**config.mk**
```make
export PLATFORM = sky130hd
export DESIGN_NAME = path_delay_meter
export DESIGN_NICKNAME = d
export VERILOG_FILES = /design/src/rtl/path_delay_meter_pkg.sv /design/src/rtl/path_delay_meter_sync_2ff.sv /design/src/rtl/path_delay_meter.sv
export SDC_FILE = /design/constraint.sdc
export NUM_CORES = 1
export LEC_CHECK = 0
export CAP_MARGIN = 40
export CORE_MARGIN = 10
export CORE_UTILIZATION = 40
export DETAILED_ROUTE_END_ITERATION = 10
export GPL_TIMING_DRIVEN = 0
export SYNTH_ARGS = -nofsm -noshare
export SYNTH_HDL_FRONTEND = slang
export SYNTH_SLANG_ARGS = --single-unit
```
**constraint.sdc**
```tcl
create_clock -name clk -period 4.3 [get_ports clk]
set_input_delay 0.645 -clock clk [delete_from_list [all_inputs] [get_ports clk]]
set_output_delay 0.645 -clock clk [all_outputs]
set_load 0.02 [all_outputs]
```
**src/rtl/path_delay_meter_pkg.sv**
```systemverilog
// Shared definitions for the path delay meter: FSM state encoding and synchronizer depth.
// SYNC_STAGES also feeds the host-side correction of the fixed offset in every delay.
package path_delay_meter_pkg;

    localparam int SYNC_STAGES = 2;

    localparam logic [2:0] ST_IDLE   = 3'd0;
    localparam logic [2:0] ST_SETTLE = 3'd1;
    localparam logic [2:0] ST_LAUNCH = 3'd2;
    localparam logic [2:0] ST_WAIT   = 3'd3;
    localparam logic [2:0] ST_RECORD = 3'd4;
    localparam logic [2:0] ST_DONE   = 3'd5;

endpackage

```
**src/rtl/path_delay_meter_sync_2ff.sv**
```systemverilog
// Multi-flop synchronizer for a single asynchronous level, reset to 0.
// Depth comes from the shared package so capture blocks agree on the offset.
module sync_2ff
    import path_delay_meter_pkg::*;
(
    input  logic clk,
    input  logic rst,
    input  logic d,
    output logic q
);

    logic [SYNC_STAGES-1:0] stage;

    always_ff @(posedge clk or posedge rst) begin
        if (rst) begin
            stage <= '0;
        end else begin
            stage <= {stage[SYNC_STAGES-2:0], d};
        end
    end

    assign q = stage[SYNC_STAGES-1];

endmodule

```
**src/rtl/path_delay_meter.sv**
```systemverilog
// Launch/capture controller: toggles a delay chain input, times how long the chain output
// takes to follow over 2^LOG_TRIALS alternating-edge trials, and reports avg/min/max.
module path_delay_meter
    import path_delay_meter_pkg::*;
#(
    parameter int CNT_W          = 16,
    parameter int LOG_TRIALS     = 4,
    parameter int SETTLE_CYCLES  = 64,
    parameter int TIMEOUT_CYCLES = 4096
) (
    input  logic             clk,
    input  logic             rst,
    input  logic             start,
    output logic             pathInput,
    input  logic             pathResult,
    output logic             busy,
    output logic             done,
    output logic             timeout,
    output logic [CNT_W-1:0] delayAvg,
    output logic [CNT_W-1:0] delayMin,
    output logic [CNT_W-1:0] delayMax
);

    localparam int SUM_W = CNT_W + LOG_TRIALS;
    // The LAUNCH cycle is the last cycle the old level is held, so SETTLE itself
    // covers one cycle fewer than SETTLE_CYCLES.
    localparam logic [CNT_W-1:0]      SETTLE_LAST  = CNT_W'(SETTLE_CYCLES - 2);
    localparam logic [CNT_W-1:0]      TIMEOUT_LAST = CNT_W'(TIMEOUT_CYCLES - 1);
    localparam logic [LOG_TRIALS-1:0] LAST_TRIAL   = '1;

    logic [2:0]            state;
    logic [CNT_W-1:0]      cnt;
    logic [CNT_W-1:0]      lastDelay;
    logic [LOG_TRIALS-1:0] trial;
    logic [SUM_W-1:0]      sum;
    logic [CNT_W-1:0]      minDelay;
    logic [CNT_W-1:0]      maxDelay;
    logic                  resultSync;

    logic [SUM_W-1:0]      sumNext;
    logic [CNT_W-1:0]      minNext;
    logic [CNT_W-1:0]      maxNext;

    sync_2ff uSync (
        .clk (clk),
        .rst (rst),
        .d   (pathResult),
        .q   (resultSync)
    );

    // Statistics including the trial being recorded, so the last trial can load the outputs directly.
    always_comb begin
        sumNext = sum + SUM_W'(lastDelay);
        minNext = (lastDelay < minDelay) ? lastDelay : minDelay;
        maxNext = (lastDelay > maxDelay) ? lastDelay : maxDelay;
    end

    assign busy = (state != ST_IDLE);
    assign done = (state == ST_DONE);

    always_ff @(posedge clk or posedge rst) begin
        if (rst) begin
            state     <= ST_IDLE;
            cnt       <= '0;
            lastDelay <= '0;
            trial     <= '0;
            sum       <= '0;
            minDelay  <= '0;
            maxDelay  <= '0;
            pathInput <= 1'b0;
            timeout   <= 1'b0;
            delayAvg  <= '0;
            delayMin  <= '0;
            delayMax  <= '0;
        end else begin
            case (state)
                ST_IDLE: begin
                    if (start) begin
                        state    <= ST_SETTLE;
                        sum      <= '0;
                        minDelay <= '1;
                        maxDelay <= '0;
                        trial    <= '0;
                        timeout  <= 1'b0;
                        cnt      <= '0;
                    end
                end
                ST_SETTLE: begin
                    if (cnt == SETTLE_LAST) begin
                        cnt <= '0;
                        if (resultSync == pathInput) begin
                            state <= ST_LAUNCH;
                        end else begin
                            timeout <= 1'b1;
                            state   <= ST_DONE;
                        end
                    end else begin
                        cnt <= cnt + 1'b1;
                    end
                end
                ST_LAUNCH: begin
                    pathInput <= ~pathInput;
                    cnt       <= '0;
                    state     <= ST_WAIT;
                end
                ST_WAIT: begin
                    if (resultSync == pathInput) begin
                        lastDelay <= cnt;
                        state     <= ST_RECORD;
                    end else if (cnt == TIMEOUT_LAST) begin
                        timeout <= 1'b1;
                        state   <= ST_DONE;
                    end else begin
                        cnt <= cnt + 1'b1;
                    end
                end
                ST_RECORD: begin
                    sum      <= sumNext;
                    minDelay <= minNext;
                    maxDelay <= maxNext;
                    trial    <= trial + 1'b1;
                    cnt      <= '0;
                    if (trial == LAST_TRIAL) begin
                        delayAvg <= sumNext[SUM_W-1:LOG_TRIALS];
                        delayMin <= minNext;
                        delayMax <= maxNext;
                        state    <= ST_DONE;
                    end else begin
                        state <= ST_SETTLE;
                    end
                end
                ST_DONE: begin
                    state <= ST_IDLE;
                end
                default: begin
                    state <= ST_IDLE;
                end
            endcase
        end
    end

endmodule

```
==> impl_metrics.json <==
{
  "ys_warn_count": 0,
  "ios": 56,
  "cts_resized": 0,
  "die_x_um": 163.3,
  "post-place-cells": 1184,
  "cts_num_sinks": 143,
  "port_buffers": 55,
  "groute.usage.overall_pct": 18.00,
  "end_kind": "flip-flop",
  "place_area_um2": 9199,
  "ant_nets": 0,
  "ir_drop_mv": 0.4315,
  "via_per_inst": 5.774,
  "min_path_type": "flip-flop to flip-flop",
  "detail_route.wl_per_cell_um": 19.35,
  "path_clk_slew_ns": 0.06,
  "post-route-period-util_pct": 67.07,
  "place_hpwl_mm": 16.70,
  "max_freq_ghz": 0.3467,
  "synth_top_cell_by_area": "dfrtp_1",
  "period_needed_ns": 2.884,
  "p_leak_nw": 4.403,
  "cts_tree": "done",
  "timing.max_slew.rel_slack_pct": 49.28,
  "ys.flop_type": "dfrtp_1",
  "p_per_area_nw_per_um2": 453.2,
  "maxSlewViolCount": 0,
  "core_um2": 20230,
  "layout-drive-gt1-share_pct": 8.360,
  "grt_pass1_wl_mm": 38.38,
  "synth_seq_cells": 143,
  "cp_max_fo": 7,
  "num_antenna_cells": 0,
  "netlist_top_cells_area": "dfrtp_1, ha_1, nand2_1, nand4_1, o211ai_1",
  "netlist_area_um2": 8219,
  "dr.pass1.iters": 5,
  "critPathKind": "flip-flop to flip-flop",
  "critPathArrivalTime_ns": 3.20,
  "max_slew.worst_pin.slew_ns": 0.7539,
  "hold_buffers": 0,
  "final_cells": 1215,
  "grt_overflow": 0,
  "die_area_um2": 26680,
  "post_cts_buffers": 0,
  "gp_congestion": 0.8836,
  "outcome": "completed",
  "cts.path.max_buffers": 2,
  "stdcell_area_um2": 9792,
  "finalSetupViolCount": 0,
  "grt_max_degree": 38,
  "synth_edf_count": 0,
  "cp.required_ns": 4.62,
  "finalHoldViolations": 0,
  "finalSetupTns_ns": 0,
  "h-tree-depth": 4,
  "synth_async_sr_flop_share_pct": 100.0,
  "synth_common_cells": "dfrtp_1, nand2_1, ha_1",
  "skew_ns": 0.01175,
  "grt_pass1_vias": 6909,
  "ys_types": 63,
  "cp-start-kind": "flip-flop",
  "area_delta_synth_final_pct": 19.14,
  "antenna_found_initial": 0,
  "syn_area_per_cell_um2": 9.624,
  "dieHeight_um": 163.3,
  "drt_iter0_markers": 501,
  "vias": 7015,
  "initial_core_util_pct": 40.62,
  "rsz0062_at_grt": "no",
  "drc": 0,
  "routed_wirelength_mm": 23.51,
  "clockRootBuffer": "clkbuf_16",
  "rows": 52,
  "layout.nets": 988,
  "synth_cells": 854,
  "clock_latency_ns": 0.43,
  "seq_area_frac_synth_pct": 43.54,
  "synth.most_common_cell": "dfrtp_1",
  "synthesis.nets": 909,
  "numCtsBuffers": 17,
  "synth_top_area_share_pct": 43.54,
  "cap_viol_max_count": 0
}
==> logic make-up after synthesis <==
kind of cell    count (synthesis)  share of synthesized area, %
simple gates                  299                         19.00
compound gates                223                         19.87
flops                         143                         43.54
buf+inv                        95                         4.552
fa+ha+maj                      51                         7.855
xor+xnor                       22                         2.344
mux                            21                         2.847
==> final timing paths <==
path / from / cells after the start / endpoint / slack (ns)
setup / recovery: lastDelay[0] / 9 / delayAvg[12] / 1.42
hold / removal: uSync.stage[0] / 0 / uSync.stage[1] / 0.35
setup reg to reg: lastDelay[0] / 9 / delayAvg[12] / 1.42
hold reg to reg: uSync.stage[0] / 0 / uSync.stage[1] / 0.35
max in group asynchronous: rst / 5 / sum[12] / 2.77
min in group asynchronous: rst / 2 / delayMax[9] / 0.55
==> layout by cell type (no fill, tap or decap), drive strengths merged, types with 9 or more instances in the layout <==
cell | netlist | final
dfrtp | 143 | 143
nand2 | 86 | 86
clkbuf | 37 | 59
clkdlybuf4s50 | 0 | 55
ha | 50 | 50
nand4 | 49 | 49
inv | 42 | 41
nand3 | 41 | 41
o211ai | 39 | 39
a21oi | 38 | 38
o21ai | 38 | 38
nor2 | 33 | 33
buf | 16 | 21
mux2 | 19 | 19
nor3 | 19 | 19
xnor2 | 17 | 17
a22oi | 17 | 17
a32o | 17 | 17
o311a | 17 | 17
or4 | 16 | 16
a21o | 11 | 11
and3 | 9 | 9
a22o | 9 | 9
==> report_power, final <==
| part | switching (mW) | internal (mW) | total [mW] |
|---|---|---|---|
| Clock | 0.578 | 0.911 | 1.49 |
| Combinational | 0.839 | 0.448 | 1.29 |
| Sequential | 0.167 | 1.49 | 1.66 |
==> critical path, stage by stage (launching register included) <==
cell and delay [ns]:
dfrtp_1 0.54, ha_1 0.25, inv_1 0.06, fa_1 0.38, nand2b_1 0.19, a21oi_1 0.24, o21ai_0 0.22, a21oi_1 0.51
nor3_1 0.10, o31ai_1 0.28
==> layer usage <==
metal  GRT usage (%)  vias up  share of wire, %
met5               0        -                 0
met4           5.410        0               2.1
met3           4.430       44               5.9
met2           26.20      194                43
met1           25.71     3381                49
li1                -     3396                 -
==> final cells by class <==
| type | count | area, µm² |
|---|---|---|
| Tap cell | 270 | 337.8 |
| Clock inverter | 9 | 108.9 |
| Timing Repair Buffer | 60 | 638.1 |
| Fill cell | 1913 | 10440 |
| Multi-Input combinational cell | 616 | 4267 |
| Sequential cell | 143 | 3578 |
| Buffer | 53 | 216.5 |
| Clock buffer | 22 | 484.2 |
| Inverter | 42 | 161.4 |
==> sequential cells by signal, summed over array words and instances, names as in the netlist <==
name / flops
sum: 20
cnt: 16
delayAvg: 16
delayMax: 16
delayMin: 16
lastDelay: 16
maxDelay: 16
minDelay: 16
trial: 4
state: 3
uSync.stage: 2
pathInput: 1
timeout: 1
==> stage by stage <==
stage | power [mW] | hold slack (ns) | utilization, % | setup slack (ns)
floorplan | 2.548 | 0.3312 | - | 1.864
global placement | 2.934 | 0.3351 | 45.03 | 0.4645
detailed placement | 2.955 | 0.3371 | 45.46 | 1.452
CTS | 4.463 | 0.3516 | 48.39 | 1.418
global route | 4.716 | 0.3807 | 48.39 | 1.145
finish | 4.438 | 0.3490 | 48.39 | 1.416
Power figures use the tool's default switching activity.
